<file path="src/rtl/uart_pkg.sv">
// Shared receive-path definitions: field widths, status bit positions and the
// capture FSM state type used by the Rx FIFO.
package uart_pkg;

  localparam int RX_STAT_W  = 3;
  localparam int RX_DATA_W  = 8;
  localparam int RX_ENTRY_W = RX_STAT_W + RX_DATA_W;

  // Bit positions inside the {OVF,FERR,PERR} status field
  localparam int ST_PERR = 0;
  localparam int ST_FERR = 1;
  localparam int ST_OVF  = 2;

  typedef enum logic {
    CAP_IDLE = 1'b0,
    CAP_WAIT = 1'b1
  } cap_state_t;

endpackage

</file>
<file path="src/rtl/rx_fifo_buffer_if.sv">
// Bundles the engine-side handshake and the host-side FWFT read port of the Rx FIFO.
interface rx_fifo_buffer_if #(
  parameter int ADDR_W = 4
);
  import uart_pkg::*;

  logic                 RXRDY;
  logic [RX_DATA_W-1:0] UART_RDATA;
  logic [RX_STAT_W-1:0] RX_Status;
  logic                 Read;
  logic                 rd_en;
  logic [RX_DATA_W-1:0] rd_data;
  logic [RX_STAT_W-1:0] rd_status;
  logic                 empty;
  logic                 full;
  logic                 almost_full;
  logic [ADDR_W:0]      count;
  logic                 hold;

  // master: engine + host side driving the buffer; slave: the buffer itself
  modport master (
    output RXRDY, UART_RDATA, RX_Status, rd_en,
    input  Read, rd_data, rd_status, empty, full, almost_full, count, hold
  );

  modport slave (
    input  RXRDY, UART_RDATA, RX_Status, rd_en,
    output Read, rd_data, rd_status, empty, full, almost_full, count, hold
  );

endinterface

</file>
<file path="src/rtl/rx_fifo_mem.sv">
// Entry storage for the Rx FIFO: synchronous write, asynchronous read so the
// head entry can fall through to the host without a read cycle.
module rx_fifo_mem #(
  parameter int DEPTH  = 16,
  parameter int ADDR_W = 4,
  parameter int WIDTH  = 11
) (
  input  logic              clk,
  input  logic              we,
  input  logic [ADDR_W-1:0] waddr,
  input  logic [WIDTH-1:0]  wdata,
  input  logic [ADDR_W-1:0] raddr,
  output logic [WIDTH-1:0]  rdata
);

  logic [WIDTH-1:0] mem [DEPTH];

  always_ff @(posedge clk) begin
    if (we) mem[waddr] <= wdata;
  end

  assign rdata = mem[raddr];

endmodule

</file>
<file path="src/rtl/rx_fifo_buffer.sv">
// Rx-side FIFO: captures one {status,byte} per RXRDY assertion from the engine
// and presents the queue to the host in first-word-fall-through form.
module rx_fifo_buffer
  import uart_pkg::*;
#(
  parameter int DEPTH    = 16,
  parameter int ADDR_W   = 4,
  parameter int AF_LEVEL = 12
) (
  input logic            clk,
  input logic            rst,
  rx_fifo_buffer_if.slave bus
);

  localparam logic [ADDR_W:0] FULL_CNT = (ADDR_W+1)'(DEPTH);
  localparam logic [ADDR_W:0] AF_CNT   = (ADDR_W+1)'(AF_LEVEL);

  cap_state_t              state, state_nxt;
  logic                    wr, pop, read_q;
  logic [ADDR_W-1:0]       wr_ptr, rd_ptr;
  logic [ADDR_W:0]         count_q, count_nxt;
  logic                    empty_q, full_q, af_q;
  logic [RX_ENTRY_W-1:0]   head;

  // Capture decision uses the registered full flag, so a pop and a pending
  // write while full resolve as pop-now, write-next-cycle.
  always_comb begin
    state_nxt = state;
    wr        = 1'b0;
    case (state)
      CAP_IDLE: begin
        if (bus.RXRDY && !full_q) begin
          wr        = 1'b1;
          state_nxt = CAP_WAIT;
        end
      end
      CAP_WAIT: begin
        if (!bus.RXRDY) state_nxt = CAP_IDLE;
      end
      default: state_nxt = CAP_IDLE;
    endcase
  end

  assign pop = bus.rd_en && !empty_q;

  always_comb begin
    count_nxt = count_q;
    if (wr && !pop)      count_nxt = count_q + 1'b1;
    else if (pop && !wr) count_nxt = count_q - 1'b1;
  end

  always_ff @(posedge clk or negedge rst) begin
    if (!rst) begin
      state   <= CAP_IDLE;
      read_q  <= 1'b0;
      wr_ptr  <= '0;
      rd_ptr  <= '0;
      count_q <= '0;
      empty_q <= 1'b1;
      full_q  <= 1'b0;
      af_q    <= 1'b0;
    end else begin
      state   <= state_nxt;
      read_q  <= wr;
      if (wr)  wr_ptr <= wr_ptr + 1'b1;
      if (pop) rd_ptr <= rd_ptr + 1'b1;
      count_q <= count_nxt;
      empty_q <= (count_nxt == '0);
      full_q  <= (count_nxt == FULL_CNT);
      af_q    <= (count_nxt >= AF_CNT);
    end
  end

  rx_fifo_mem #(
    .DEPTH  (DEPTH),
    .ADDR_W (ADDR_W),
    .WIDTH  (RX_ENTRY_W)
  ) u_mem (
    .clk   (clk),
    .we    (wr),
    .waddr (wr_ptr),
    .wdata ({bus.RX_Status, bus.UART_RDATA}),
    .raddr (rd_ptr),
    .rdata (head)
  );

  assign bus.Read        = read_q;
  assign bus.count       = count_q;
  assign bus.empty       = empty_q;
  assign bus.full        = full_q;
  assign bus.almost_full = af_q;
  assign bus.hold        = bus.RXRDY && full_q;
  // Head outputs are zeroed while empty so stale storage never leaks out
  assign bus.rd_data     = empty_q ? '0 : head[RX_DATA_W-1:0];
  assign bus.rd_status   = empty_q ? '0 : head[RX_ENTRY_W-1:RX_DATA_W];

endmodule
</file>
<file path="src/flat_wrapper.sv">
// flat-port wrapper written by rule: the top's interface ports become plain ports
module rx_fifo_buffer_flat import uart_pkg::*;
#(
  parameter int DEPTH    = 16,
  parameter int ADDR_W   = 4,
  parameter int AF_LEVEL = 12
)
  (clk, rst, bus_RXRDY, bus_UART_RDATA, bus_RX_Status, bus_rd_en, bus_Read, bus_rd_data, bus_rd_status, bus_empty, bus_full, bus_almost_full, bus_count, bus_hold);
  rx_fifo_buffer_if #(.ADDR_W(ADDR_W)) bus_i ();
  input logic clk;
  input logic rst;
  input wire logic [$bits(bus_i.RXRDY)-1:0] bus_RXRDY;
  input wire logic [$bits(bus_i.UART_RDATA)-1:0] bus_UART_RDATA;
  input wire logic [$bits(bus_i.RX_Status)-1:0] bus_RX_Status;
  input wire logic [$bits(bus_i.rd_en)-1:0] bus_rd_en;
  output wire logic [$bits(bus_i.Read)-1:0] bus_Read;
  output wire logic [$bits(bus_i.rd_data)-1:0] bus_rd_data;
  output wire logic [$bits(bus_i.rd_status)-1:0] bus_rd_status;
  output wire logic [$bits(bus_i.empty)-1:0] bus_empty;
  output wire logic [$bits(bus_i.full)-1:0] bus_full;
  output wire logic [$bits(bus_i.almost_full)-1:0] bus_almost_full;
  output wire logic [$bits(bus_i.count)-1:0] bus_count;
  output wire logic [$bits(bus_i.hold)-1:0] bus_hold;
  assign bus_i.RXRDY = bus_RXRDY;
  assign bus_i.UART_RDATA = bus_UART_RDATA;
  assign bus_i.RX_Status = bus_RX_Status;
  assign bus_i.rd_en = bus_rd_en;
  assign bus_Read = bus_i.Read;
  assign bus_rd_data = bus_i.rd_data;
  assign bus_rd_status = bus_i.rd_status;
  assign bus_empty = bus_i.empty;
  assign bus_full = bus_i.full;
  assign bus_almost_full = bus_i.almost_full;
  assign bus_count = bus_i.count;
  assign bus_hold = bus_i.hold;
  rx_fifo_buffer #(.DEPTH(DEPTH), .ADDR_W(ADDR_W), .AF_LEVEL(AF_LEVEL)) u_core (.clk(clk), .rst(rst), .bus(bus_i));
endmodule
</file>
<file path="config.mk">
export PLATFORM = sky130hd
export DESIGN_NAME = rx_fifo_buffer_flat
export DESIGN_NICKNAME = d
export VERILOG_FILES = /design/src/rtl/uart_pkg.sv /design/src/rtl/rx_fifo_buffer_if.sv /design/src/rtl/rx_fifo_mem.sv /design/src/rtl/rx_fifo_buffer.sv /design/src/flat_wrapper.sv
export SDC_FILE = /design/constraint.sdc
export NUM_CORES = 1
export LEC_CHECK = 0
export BUFFER_PORTS_ARGS = -buffer_cell sky130_fd_sc_hd__buf_2
export CORE_MARGIN = 3
export CORE_UTILIZATION = 50
export DETAILED_ROUTE_END_ITERATION = 8
export PLACE_DENSITY = 0.67
export SYNTH_ARGS = -nofsm -noshare
export SYNTH_HDL_FRONTEND = slang
export SYNTH_SLANG_ARGS = --single-unit
export TNS_END_PERCENT = 100
</file>
<file path="constraint.sdc">
create_clock -name clk -period 2.23 [get_ports clk]
set_input_delay 0.1115 -clock clk [delete_from_list [all_inputs] [get_ports clk]]
set_output_delay 0.1115 -clock clk [all_outputs]
set_load 0.1 [all_outputs]
</file>
==> reports/results.txt <==
Initial DRC count: 370
Initial antenna violation count: 0
Detailed Routing Iterations Pass 1: 4
WL final: 16400 um
Clock Latency Late Sink: 0.43 ns
Syn Inst Count: 382
Placer Congestion: 0.779
H-tree depth reported by CTS: 4
PD cells: 1570 nW/um^2
Slowest-stage cell, CP: mux4_2
Die H: 131 um
Hold WC Path Type: in2reg
Critical Path AT: 2.25 ns
Area growth, synth to finish: 27.3%
Clock power frac: 21.0%
Combinational power share: 49.4%
Slew margin rel.: 55.6%
Max Cap Viol: 0
GRT overflow: 0
Hold Vio Cnt, Final: 0
#FFs+latches synth: 194
RSZ-0062 raised after global routing: yes
Fmax: 423 MHz
Num CTS Buffers: 17
CTS max path bufs: 2
Worst vdd ir: 1.87 mV
Post-synthesis sequential area ratio: 73.8%
Setup TNS: -1.11 ns
Crit path largest cell delay: 0.56 ns
Core Box Area: 14900 um^2
Clock-pin slew on the worst setup and hold paths: 0.07 ns
Failing checks: negative setup slack
P_int: 9.58 mW
Tightest Pin Transition: 0.665 ns
Post-synth EDFFs: 176
Max FO, Critical Path: 5
Mapped Area: 7770 um^2
Vias: 3872
Crit path kind: reg2out
# DRC: 0
Root Buffer: clkbuf_16
Top cells by area, synth: edfxtp_1 (68%), mux4_2 (13%), dfrtp_1 (5.5%)
Antenna-violating nets left: 0
DR WL/cell: 25.0 um
# port buffers: 35
Largest net degree at the start of global routing: 22
Tmin final: 2.36 ns
Total power: 15.5 mW
Switching Fraction: 38.2%
Fin worst setup slack: -0.134 ns
Hpwl dp: 10000 um
Synth top area share: 68.0%
Switch Pwr: 5.93 mW
DP Worst Slack: 0.0898 ns
Period utilization: 106%
Post-Syn Area per Cell: 20.3 um^2
Cell taking the most area after synthesis: edfxtp_1
Global router's overall resource usage: 20.9%
Vias in the first global route: 4117
Layout cells sized above 1: 42.4%
Ports: 36
Top cell by count, worst path: buf_12
Nets: 481
Clock Skew: 0.00961 ns
Critical path required time: 2.12 ns
N_diodes: 0
CP endpoint kind: output port
Cell breakdown of the critical path: buf_12, buf_12, mux4_2, mux2i_4, o22ai_2, buf_12
Sequential cell fraction of total power: 29.6%
Initial Util: 52.3%
Core Util, Final: 66.5%
Ys flop type: edfxtp_1
Yosys warnings: 0
Ys async rst share: 9.28%
Status: complete, but fails checks
Die X: 131 um
Die area: 17100 um^2
Synth cell types: 44
Slew Viols, Final: 0
Clk sinks: 194
Final setup violation count: 11
Critical path launch point type: flop
Rows: 44
Post-synth net total: 404
Pleak: 3.32 nW
Vias/cell: 5.90
CTS tree: built
First-pass GRT wire length: 25100 um
## final timing paths
kind,startpoint,to,slack [ns],depth (start not counted)
worst min register to register,u_core.bus.full$_DFF_PN0_,u_core.state$_DFF_PN0_,0.49,1
worst max register to register,u_core.bus.full$_DFF_PN0_,u_core.u_mem.mem[4][1]$_DFFE_PP_,0.18,5
max in group asynchronous,rst,u_core.bus.empty$_DFF_PN1_,1.76,2
worst min-delay path,bus_RX_Status[0],u_core.u_mem.mem[9][8]$_DFFE_PP_,0.07,1
min in group asynchronous,rst,u_core.wr_ptr[1]$_DFFE_PN0P_,0.14,2
worst max-delay path,u_core.rd_ptr[0]$_DFFE_PN0P_,bus_rd_data[7],-0.13,6
## power groups by stage
| stage | logic [mW] | clock network [mW] | registers [mW] |
|---|---|---|---|
| 5_1_grt | 8.00 | 3.47 | 4.63 |
| 3_3_place_gp | 5.81 | 0 | 4.63 |
| 2_1_floorplan | 4.29 | 0 | 4.94 |
| 4_1_cts | 7.60 | 3.30 | 4.59 |
| 3_5_place_dp | 5.86 | 0 | 4.65 |
| 6_report | 7.66 | 3.25 | 4.59 |
## critical path: cells and delay by family, from the launching register on
kind                   cells  cell delay, ns
AOI/OAI and AO/OA          1            0.13
buffers and inverters      3            0.50
DFF                        1            0.45
muxes                      2            0.73
## stage by stage
step	instances	hold WS [ns]	area [um^2]
6_report	656	0.0671	9890
4_1_cts	656	0.0551	9830
3_5_place_dp	614	0.0682	8630
2_1_floorplan	382	-0.184	7930
5_1_grt	656	0.0612	9890
3_3_place_gp	614	0.0701	8630
## synthesized netlist by cell type (all sizes together), types with 2 or more instances
| cell | count |
|---|---|
| mux2i | 22 |
| edfxtp | 176 |
| and3 | 4 |
| and2 | 18 |
| ha | 7 |
| clkbuf | 8 |
| o21ai | 2 |
| o22ai | 11 |
| nor3 | 3 |
| nand2b | 4 |
| dfrtp | 17 |
| a2111oi | 2 |
| mux4 | 44 |
| a21oi | 2 |
| nand2 | 10 |
| inv | 7 |
| and4 | 2 |
| xnor2 | 8 |
| buf | 10 |
| nor4 | 2 |
| nor2 | 4 |
| nand4 | 2 |
## sequential cells by signal (all words and copies together), names as in the netlist
name and cells:
u_core.bus.Read 1, u_core.bus.almost_full 1, u_core.bus.count 5, u_core.bus.empty 1, u_core.bus.full 1, u_core.rd_ptr 4, u_core.state 1, u_core.u_mem.mem 176
u_core.wr_ptr 4
## timing repair
item                       in CTS  in global routing
setup endpoints to repair      11                 15
cloned                          4                  0
pin swaps                      10                  5
hold endpoints to repair       19                  0
resized for setup              90                 11
buffers inserted                5                  1
hold buffers                    2                  0
## placed cells by master, fill, tap and decap left out, types with 2 or more instances in the layout
cell type,n
edfxtp_1,176
mux4_2,44
buf_12,26
buf_2,24
mux2i_4,18
clkbuf_16,17
buf_4,17
and2_1,14
dfrtp_1,12
nand2_1,10
o22ai_4,10
xnor2_1,8
ha_1,7
inv_1,5
clkinv_2,5
bufinv_16,5
dfrtp_2,5
nand2b_1,4
and3_1,4
nor2_1,4
and2_2,4
buf_16,4
nor3_1,3
clkinvlp_4,3
a21oi_1,2
o21ai_0,2
and4_1,2
mux2i_2,2
mux2i_1,2
nand4_1,2
dlygate4sd3_1,2
buf_6,2
## metal layers
metal  vias to the layer above  global-route usage [%]  wire length [um]
met5                         -                       0                 0
met1                      2029                    28.5              6920
met4                         0                    6.84               251
met3                        16                    5.41               787
li1                       1726                       -                 -
met2                       101                    33.3              8460
## cell families after synthesis
| family | share of synthesized area, % |
|---|---|
| DFF | 73.8 |
| muxes | 15.6 |
| and+or+nand+nor | 4.49 |
| AOI/OAI and AO/OA | 2.66 |
| buffers and inverters | 1.42 |
| xor gates and xnor gates | 0.902 |
| adders and majority gates | 1.13 |
## final cells by class
type / count / area, um^2
clock buffer: 18 / 429
tap: 184 / 230
inverter: 7 / 27.5
timing repair buffer: 76 / 936
multi-input combinational: 163 / 2310
clock inverter: 14 / 210
sequential: 194 / 5740
fill: 971 / 4970
Note: power is estimated with default switching activity, not from simulation.
